### src/rtl/lwe_pkg.sv
// Shared opcodes, FSM state encoding and command sizing
// for the LWE op sequencer and its command FIFO.
package lwe_pkg;

  localparam logic [1:0] OPCODE_ENCRYPT = 2'd0;
  localparam logic [1:0] OPCODE_DECRYPT = 2'd1;
  localparam logic [1:0] OPCODE_ADD     = 2'd2;
  localparam logic [1:0] OPCODE_MULT    = 2'd3;

  typedef enum logic [1:0] {
    S_IDLE  = 2'd0,
    S_LOAD  = 2'd1,
    S_RUN   = 2'd2,
    S_DRAIN = 2'd3
  } seq_state_t;

  // Packed command: {opcode, op1_base, op2_base, out_base, noise}
  function automatic int cmd_w(input int aw, input int bn);
    return 2 + 3 * aw + bn;
  endfunction

endpackage

### src/rtl/lwe_cmd_fifo.sv
// Show-ahead synchronous FIFO holding queued sequencer commands.
// Pushes into a full FIFO are dropped; pops from empty are ignored.
module lwe_cmd_fifo #(
  parameter int WIDTH = 8,
  parameter int DEPTH = 4
) (
  input  logic             clk,
  input  logic             rst,
  input  logic             push,
  input  logic             pop,
  input  logic [WIDTH-1:0] din,
  output logic [WIDTH-1:0] dout,
  output logic             full,
  output logic             empty
);

  localparam int AW = $clog2(DEPTH);

  logic [WIDTH-1:0] mem [DEPTH];
  logic [AW:0]      wr_ptr;
  logic [AW:0]      rd_ptr;
  logic             do_push;
  logic             do_pop;

  assign full    = (wr_ptr ^ rd_ptr) == {1'b1, {AW{1'b0}}};
  assign empty   = wr_ptr == rd_ptr;
  assign do_push = push && !full;
  assign do_pop  = pop && !empty;
  assign dout    = mem[rd_ptr[AW-1:0]];

  // Storage array; contents need no reset, pointers define validity
  always_ff @(posedge clk) begin
    if (do_push) mem[wr_ptr[AW-1:0]] <= din;
  end

  // Read/write pointers with wrap bit for full/empty detection
  always_ff @(posedge clk) begin
    if (rst) begin
      wr_ptr <= '0;
      rd_ptr <= '0;
    end else begin
      if (do_push) wr_ptr <= wr_ptr + 1'b1;
      if (do_pop)  rd_ptr <= rd_ptr + 1'b1;
    end
  end

endmodule

### src/rtl/lwe_op_sequencer.sv
// Queued LWE command sequencer: per-beat address generation for
// PARALLEL lanes. Optional perf counters under LWE_SEQ_PERF_EN.
module lwe_op_sequencer #(
  parameter int PLAINTEXT_WIDTH  = 6,
  parameter int CIPHERTEXT_WIDTH = 10,
  parameter int DIMENSION        = 10,
  parameter int BIG_N            = 30,
  parameter int DIM_WIDTH        = 4,
  parameter int ADDR_WIDTH       = 10,
  parameter int PARALLEL         = 2,
  parameter int CMD_DEPTH        = 4,
  parameter int PIPE_LAT         = 3
) (
  input  logic                  clk,
  input  logic                  rst,
  input  logic                  cmd_valid,
  output logic                  cmd_ready,
  input  logic [1:0]            cmd_opcode,
  input  logic [ADDR_WIDTH-1:0] cmd_op1_base,
  input  logic [ADDR_WIDTH-1:0] cmd_op2_base,
  input  logic [ADDR_WIDTH-1:0] cmd_out_base,
  input  logic [BIG_N-1:0]      cmd_noise,
  output logic                  issue_valid,
  input  logic                  issue_ready,
  output logic [1:0]            opcode_out,
  output logic [ADDR_WIDTH-1:0] op1_addr,
  output logic [ADDR_WIDTH-1:0] op2_addr,
  output logic [ADDR_WIDTH-1:0] out_addr,
  output logic                  op_select,
  output logic [PARALLEL-1:0]   lane_mask,
  output logic [PARALLEL-1:0]   noise_bits,
  output logic [DIM_WIDTH-1:0]  row,
  output logic                  last_col,
  output logic                  busy,
  output logic                  done
`ifdef LWE_SEQ_PERF_EN
  ,
  output logic [31:0]           perf_busy_cycles,
  output logic [31:0]           perf_stall_cycles
`endif
);

  import lwe_pkg::*;

  localparam int VEC_LEN = DIMENSION + 1;
  localparam int CMD_W   = cmd_w(ADDR_WIDTH, BIG_N);
  localparam int IW      = $clog2(BIG_N + VEC_LEN + PARALLEL + 1);
  localparam int DW      = $clog2(PIPE_LAT + 2);

  localparam logic [IW-1:0] I_STEP   = IW'(PARALLEL);
  localparam logic [IW-1:0] COL_LAST = IW'(BIG_N - PARALLEL);
  localparam logic [IW-1:0] K_LAST   = IW'(VEC_LEN - PARALLEL);
  localparam logic [DIM_WIDTH-1:0] ROW_LAST = DIM_WIDTH'(DIMENSION - 1);
  localparam logic [DIM_WIDTH-1:0] ROW_ONE  = DIM_WIDTH'(1);
  localparam logic [ADDR_WIDTH-1:0] A_STEP = ADDR_WIDTH'(PARALLEL);
  localparam logic [ADDR_WIDTH-1:0] A_ONE  = ADDR_WIDTH'(1);
  localparam logic [DW-1:0] DRAIN_INIT = DW'(PIPE_LAT);

  seq_state_t state;

  logic             fifo_full;
  logic             fifo_empty;
  logic             fifo_pop;
  logic [CMD_W-1:0] fifo_dout;

  logic [1:0]            c_op;
  logic [ADDR_WIDTH-1:0] c_op1b;
  logic [ADDR_WIDTH-1:0] c_op2b;
  logic [ADDR_WIDTH-1:0] c_outb;
  logic [BIG_N-1:0]      c_noise;

  logic [IW-1:0] idx;
  logic [DW-1:0] drain_cnt;

  logic is_enc, is_dec, is_add, is_mul;

  logic [IW-1:0]         n_idx;
  logic [DIM_WIDTH-1:0]  n_row;
  logic                  n_phase;
  logic [ADDR_WIDTH-1:0] n_op1;
  logic [ADDR_WIDTH-1:0] n_op2;
  logic [ADDR_WIDTH-1:0] n_out;
  logic [PARALLEL-1:0]   n_mask;
  logic [PARALLEL-1:0]   n_noise;
  logic                  n_last_col;
  logic                  fin;

  function automatic logic [PARALLEL-1:0] mask_f(
    input logic enc, input logic [IW-1:0] k);
    logic [PARALLEL-1:0] m;
    for (int i = 0; i < PARALLEL; i++)
      m[i] = enc || ((int'(k) + i) < VEC_LEN);
    return m;
  endfunction

  function automatic logic [PARALLEL-1:0] noise_f(
    input logic enc, input logic [BIG_N-1:0] nz,
    input logic [IW-1:0] col);
    logic [BIG_N-1:0] sh;
    sh = nz >> col;
    return enc ? sh[PARALLEL-1:0] : '0;
  endfunction

  assign cmd_ready = !fifo_full;
  assign fifo_pop  = (state == S_IDLE) && !fifo_empty;
  assign busy      = (state != S_IDLE);

  assign is_enc = (c_op == OPCODE_ENCRYPT);
  assign is_dec = (c_op == OPCODE_DECRYPT);
  assign is_add = (c_op == OPCODE_ADD);
  assign is_mul = (c_op == OPCODE_MULT);

  lwe_cmd_fifo #(
    .WIDTH (CMD_W),
    .DEPTH (CMD_DEPTH)
  ) u_fifo (
    .clk   (clk),
    .rst   (rst),
    .push  (cmd_valid && cmd_ready),
    .pop   (fifo_pop),
    .din   ({cmd_opcode, cmd_op1_base, cmd_op2_base,
             cmd_out_base, cmd_noise}),
    .dout  (fifo_dout),
    .full  (fifo_full),
    .empty (fifo_empty)
  );

  // Next-beat counters/addresses and whether this beat is the last
  always_comb begin
    n_idx   = idx;
    n_row   = row;
    n_phase = op_select;
    n_op1   = op1_addr;
    n_op2   = op2_addr;
    n_out   = out_addr;
    fin     = 1'b0;
    unique case (1'b1)
      is_enc: begin
        n_op1 = op1_addr + A_STEP;
        if (idx == COL_LAST) begin
          n_idx = '0;
          n_row = row + ROW_ONE;
          n_op2 = c_op2b;
          n_out = out_addr + A_ONE;
          fin   = (row == ROW_LAST);
        end else begin
          n_idx = idx + I_STEP;
          n_op2 = op2_addr + A_STEP;
        end
      end
      is_dec, is_add: begin
        n_idx = idx + I_STEP;
        n_row = row + ROW_ONE;
        n_op1 = op1_addr + A_STEP;
        n_op2 = op2_addr + A_STEP;
        if (is_add) n_out = out_addr + A_STEP;
        fin   = (idx >= K_LAST);
      end
      is_mul: begin
        n_out = out_addr + A_STEP;
        if (!op_select) begin
          n_op1 = op1_addr + A_STEP;
          if (idx >= K_LAST) begin
            n_idx   = '0;
            n_row   = '0;
            n_phase = 1'b1;
          end else begin
            n_idx = idx + I_STEP;
            n_row = row + ROW_ONE;
          end
        end else begin
          n_op2 = op2_addr + A_STEP;
          n_idx = idx + I_STEP;
          n_row = row + ROW_ONE;
          fin   = (idx >= K_LAST);
        end
      end
    endcase
    n_mask     = mask_f(is_enc, n_idx);
    n_noise    = noise_f(is_enc, c_noise, n_idx);
    n_last_col = is_enc && (n_idx == COL_LAST);
  end

  // Command FSM with registered beat outputs
  always_ff @(posedge clk) begin
    if (rst) begin
      state       <= S_IDLE;
      c_op        <= '0;
      c_op1b      <= '0;
      c_op2b      <= '0;
      c_outb      <= '0;
      c_noise     <= '0;
      idx         <= '0;
      drain_cnt   <= '0;
      issue_valid <= 1'b0;
      opcode_out  <= '0;
      op1_addr    <= '0;
      op2_addr    <= '0;
      out_addr    <= '0;
      op_select   <= 1'b0;
      lane_mask   <= '0;
      noise_bits  <= '0;
      row         <= '0;
      last_col    <= 1'b0;
      done        <= 1'b0;
    end else begin
      done <= 1'b0;
      case (state)
        S_IDLE: begin
          if (!fifo_empty) begin
            {c_op, c_op1b, c_op2b, c_outb, c_noise} <= fifo_dout;
            state <= S_LOAD;
          end
        end
        S_LOAD: begin
          opcode_out  <= c_op;
          op1_addr    <= c_op1b;
          op2_addr    <= c_op2b;
          out_addr    <= c_outb;
          idx         <= '0;
          row         <= '0;
          op_select   <= 1'b0;
          issue_valid <= 1'b1;
          lane_mask   <= mask_f(is_enc, '0);
          noise_bits  <= noise_f(is_enc, c_noise, '0);
          last_col    <= is_enc && (COL_LAST == '0);
          state       <= S_RUN;
        end
        S_RUN: begin
          if (issue_ready) begin
            if (fin) begin
              issue_valid <= 1'b0;
              lane_mask   <= '0;
              last_col    <= 1'b0;
              drain_cnt   <= DRAIN_INIT;
              state       <= S_DRAIN;
            end else begin
              idx        <= n_idx;
              row        <= n_row;
              op_select  <= n_phase;
              op1_addr   <= n_op1;
              op2_addr   <= n_op2;
              out_addr   <= n_out;
              lane_mask  <= n_mask;
              noise_bits <= n_noise;
              last_col   <= n_last_col;
            end
          end
        end
        S_DRAIN: begin
          if (drain_cnt == '0) begin
            done  <= 1'b1;
            state <= S_IDLE;
          end else begin
            drain_cnt <= drain_cnt - 1'b1;
          end
        end
        default: state <= S_IDLE;
      endcase
    end
  end

`ifdef LWE_SEQ_PERF_EN
  // Saturating busy and stall cycle counters
  always_ff @(posedge clk) begin
    if (rst) begin
      perf_busy_cycles  <= '0;
      perf_stall_cycles <= '0;
    end else begin
      if (busy && perf_busy_cycles != '1)
        perf_busy_cycles <= perf_busy_cycles + 1'b1;
      if (issue_valid && !issue_ready && perf_stall_cycles != '1)
        perf_stall_cycles <= perf_stall_cycles + 1'b1;
    end
  end
`endif

endmodule
### config.mk
export PLATFORM = sky130hd
export DESIGN_NAME = lwe_op_sequencer
export DESIGN_NICKNAME = d
export VERILOG_FILES = /design/src/rtl/lwe_pkg.sv /design/src/rtl/lwe_cmd_fifo.sv /design/src/rtl/lwe_op_sequencer.sv
export SDC_FILE = /design/constraint.sdc
export NUM_CORES = 1
export LEC_CHECK = 0
export BUFFER_PORTS_ARGS = -buffer_cell sky130_fd_sc_hd__clkbuf_2
export CAP_MARGIN = 20
export CORE_MARGIN = 4
export CORE_UTILIZATION = 51
export DETAILED_ROUTE_END_ITERATION = 7
export GPL_TIMING_DRIVEN = 0
export PLACE_DENSITY = 0.74
export SLEW_MARGIN = 15
export SYNTH_ARGS = -nofsm -noshare
export SYNTH_HDL_FRONTEND = slang
export SYNTH_SLANG_ARGS = --single-unit
### constraint.sdc
create_clock -name clk -period 7.6 [get_ports clk]
set_input_delay 1.14 -clock clk [delete_from_list [all_inputs] [get_ports clk]]
set_output_delay 1.14 -clock clk [all_outputs]
set_load 0.01 [all_outputs]
==> results.sh <==
export IMPL_max_slew_worst_pin_slew_ns=0.914
export IMPL_status="finished, final reports clean"
export IMPL_yosys_area_share_xor_xnor_pct=0.514
export IMPL_min_path_type="flop to flop"
export IMPL_die_h_um=181
export IMPL_min_to="last_col$_SDFFE_PP0P_"
export IMPL_crit_path_top_delay_cell="clkbuf_1"
export IMPL_synthTopCellsByArea="edfxtp_1 (49%), dfxtp_1 (16%), mux4_2 (9.4%), nand2_1 (4.2%), a21oi_1 (3.6%)"
export IMPL_timing_rr_start="c_op[0]$_SDFFE_PP0P_"
export IMPL_ctsResizeCount=0
export IMPL_synth_nets=1240
export IMPL_netlist_top_cells_count="edfxtp_1 (248), nand2_1 (171), dfxtp_1 (123)"
export IMPL_cts_root_buf="clkbuf_16"
export IMPL_cp_slowest_stage_delay_ns=0.63
export IMPL_synth_fa_ha_area_share_pct=1.88
export IMPL_timing_hold_violations_final=0
export IMPL_cts_buffers=39
export IMPL_power_density_nw_per_um2=338
export IMPL_synth_cell_types=70
export IMPL_post_dp_hpwl_um=23100
export IMPL_worstPathArrival_ns=2.27
export IMPL_dr_pass1_iters=5
export IMPL_synth_simple_area_share_pct=10.8
export IMPL_crit_fanout=10
export IMPL_dr_wl_met3_um=2330
export IMPL_htree_levels=2
export IMPL_grt_usage_pct=20.5
export IMPL_io_pins=112
export IMPL_peakVddDrop_uv=208
export IMPL_path_class="flop to output pin"
export IMPL_seq_area_frac_synth_pct=64.6
export IMPL_synth_edf_count=248
export IMPL_rows=63
export IMPL_yosys_mux_area_fraction_pct=11.5
export IMPL_synth_warnings=0
export IMPL_post_route_min_period_ns=3.41
export IMPL_cts_tree="done"
export IMPL_routed_wl_met2_um=16000
export IMPL_top_layer_used="met4"
export IMPL_wirelength_um=34300
export IMPL_crit_path_end_kind="output pin"
export IMPL_io_buffer_count=110
export IMPL_power_mw=6.00
export IMPL_cp_data_required_time_ns=6.46
export IMPL_coreArea_sq_um=29600
export IMPL_maxSlewHeadroom_pct=39.1
export IMPL_fp_dieW_um=181
export IMPL_synth_flop_cell="edfxtp_1"
export IMPL_syn_inst=1151
export IMPL_clk_insertion_delay_late_ns=0.53
export IMPL_synth_compound_area_share_pct=8.25
export IMPL_start_util_pct=51.8
export IMPL_clock_path_buffers=3
export IMPL_ant_nets=0
export IMPL_rsz0062_at_grt="false"
export IMPL_wl_per_cell_um=19.9
export IMPL_holdBufCountCts=0
export IMPL_fmax_mhz=293
export IMPL_area_growth_syn_to_layout_pct=15.8
export IMPL_vias_per_cell=5.77
export IMPL_grt_max_degree=50
export IMPL_cp_cell_sequence="clkbuf_1 -> xor2_1 -> or3_1 -> clkbuf_2"
export IMPL_post_route_period_util_pct=44.9
export IMPL_r2r_end="noise_bits[0]$_SDFFE_PP0P_"
export IMPL_gr_total_overflow=0
export IMPL_post_cts_setup_buffer_count=0
export IMPL_hp_start="last_col$_SDFFE_PP0P_"
export IMPL_synth_seq_cells=371
export IMPL_grt_pass1_vias=9796
export IMPL_drcViolationCount=0
export IMPL_fin_skew_ns=0.0195
export IMPL_gp_congestion=0.886
export IMPL_cts_sinks=371
export IMPL_diodes=0
export IMPL_yosysTopAreaCellShare_pct=48.5
export IMPL_holdPathStages=2
export IMPL_drive_above_1_share_pct=19.1
export IMPL_drv_slew=0
export IMPL_setup_viol=0
export IMPL_fp_dieArea_sq_um=32900
export IMPL_antenna_found_initial=0
export IMPL_synth_top_family_by_area="multiplexers"
export IMPL_worstRegToRegCells=9
export IMPL_p_leak_nw=6.19
export IMPL_synth_area_sq_um=15300
export IMPL_clk_pin_slew_ns=0.06
export IMPL_yosys_area_top_type="edfxtp_1"
export IMPL_route_vias_total=9973
export IMPL_cp_start_kind="flop"
export IMPL_first_iter_violations=976
export IMPL_final_nets=1395
export IMPL_async_reset_ff_share_pct=0
export IMPL_syn_avg_cell_area_sq_um=13.3
export IMPL_timing_hold_ws_ns=0.453
export IMPL_reg2reg_slack_ns=4.27
export IMPL_setup_tns_ns=0
export IMPL_max_cap_violations=0
export IMPL_grt_pass1_wl_um=54000
export IMPL_yosysMostFrequentCell="edfxtp_1"
export IMPL_met1_length_um=15100
## stage by stage
stage / setup WS [ns] / util, % / area, sq um / std cells
detailed placement: 4.35 / 55.7 / 16500 / 1655
CTS: 4.15 / 59.9 / 17800 / 1727
finish: 4.19 / 59.9 / 17800 / 1727
global placement: 3.07 / 55.3 / 16400 / 1651
floorplan: 4.49 / - / 15300 / 1151
global route: 4.04 / 59.9 / 17800 / 1727
## report_power, final
part / total, mW / internal (mW) / switching [mW]
clock: 1.84 / 1.09 / 0.747
sequential: 2.60 / 2.43 / 0.179
combinational: 1.55 / 0.622 / 0.929
## routing by layer
layer	track usage, %	up-vias
met1	29.6	4899
met4	5.82	0
met3	3.89	65
met5	0	-
li1	-	4641
met2	32.2	368
## worst max path at each step
stage | cells after the start | startpoint | end
CTS | 4 | u_fifo.rd_ptr[1]$_SDFFE_PP0P_ | cmd_ready
floorplan | 1 | cmd_valid | u_fifo.mem[3][0]$_DFFE_PP_
finish | 4 | u_fifo.rd_ptr[0]$_SDFFE_PP0P_ | cmd_ready
global route | 4 | u_fifo.rd_ptr[0]$_SDFFE_PP0P_ | cmd_ready
global placement | 4 | u_fifo.rd_ptr[0]$_SDFFE_PP0P_ | u_fifo.mem[3][30]$_DFFE_PP_
detailed placement | 9 | c_op[0]$_SDFFE_PP0P_ | noise_bits[0]$_SDFFE_PP0P_
## kinds of logic (layout without fill, tap and decap cells)
logic type,after synthesis,count (layout)
compound gates,209,209
simple gates,358,358
mux,96,96
flops,371,371
buf+inv,85,271
fa+ha+maj,23,23
xor+xnor,9,9
## cell type report
type                       instances  area [sq um]
sequential                       371          9910
inverter                          18          67.6
fill                            2330         11900
clock buffer                      54          1070
multi-input combinational        695          5070
timing repair buffer             114           661
clock inverter                    18           176
tap                              390           488
buffer                            67           308
## registers in the layout (all words and copies together), names as in the netlist, 6 cells and up
signal / count
op2_addr: 10
c_op1b: 10
c_outb: 10
c_op2b: 10
op1_addr: 10
out_addr: 10
idx: 6
c_noise: 30
u_fifo.mem: 248
## cell usage in the layout (no fill, tap or decap), drive strengths merged, types with 4 or more instances in the layout
cell type and count:
mux4 64, mux2i 31, or3 5, or2 5, a22oi 5, nor3b 6, a211oi 4, nor3 16
buf 26, and2 6, ha 23, o32ai 5, dfxtp 123, a2bb2oi 4, clkinv 13, a21oi 111
nor4 7, nor2b 10, nor2 71, edfxtp 248, a311oi 4, nand2b 6, and3 17, o31ai 7
xor2 4, o211ai 7, nor4b 4, clkbuf 209, nand2 172, o21ai 31, a21o 5, xnor2 5
inv 17, nand3 22, a31oi 5
## critical path: cells and delay by family (launching register included)
| kind | cells | cell delay (ns) |
|---|---|---|
| buffers and inverters | 2 | 0.81 |
| AND/OR/NAND/NOR | 1 | 0.45 |
| XOR/XNOR | 1 | 0.16 |
| flip-flops | 1 | 0.33 |
No activity file was read; power rests on OpenSTA's default activity.
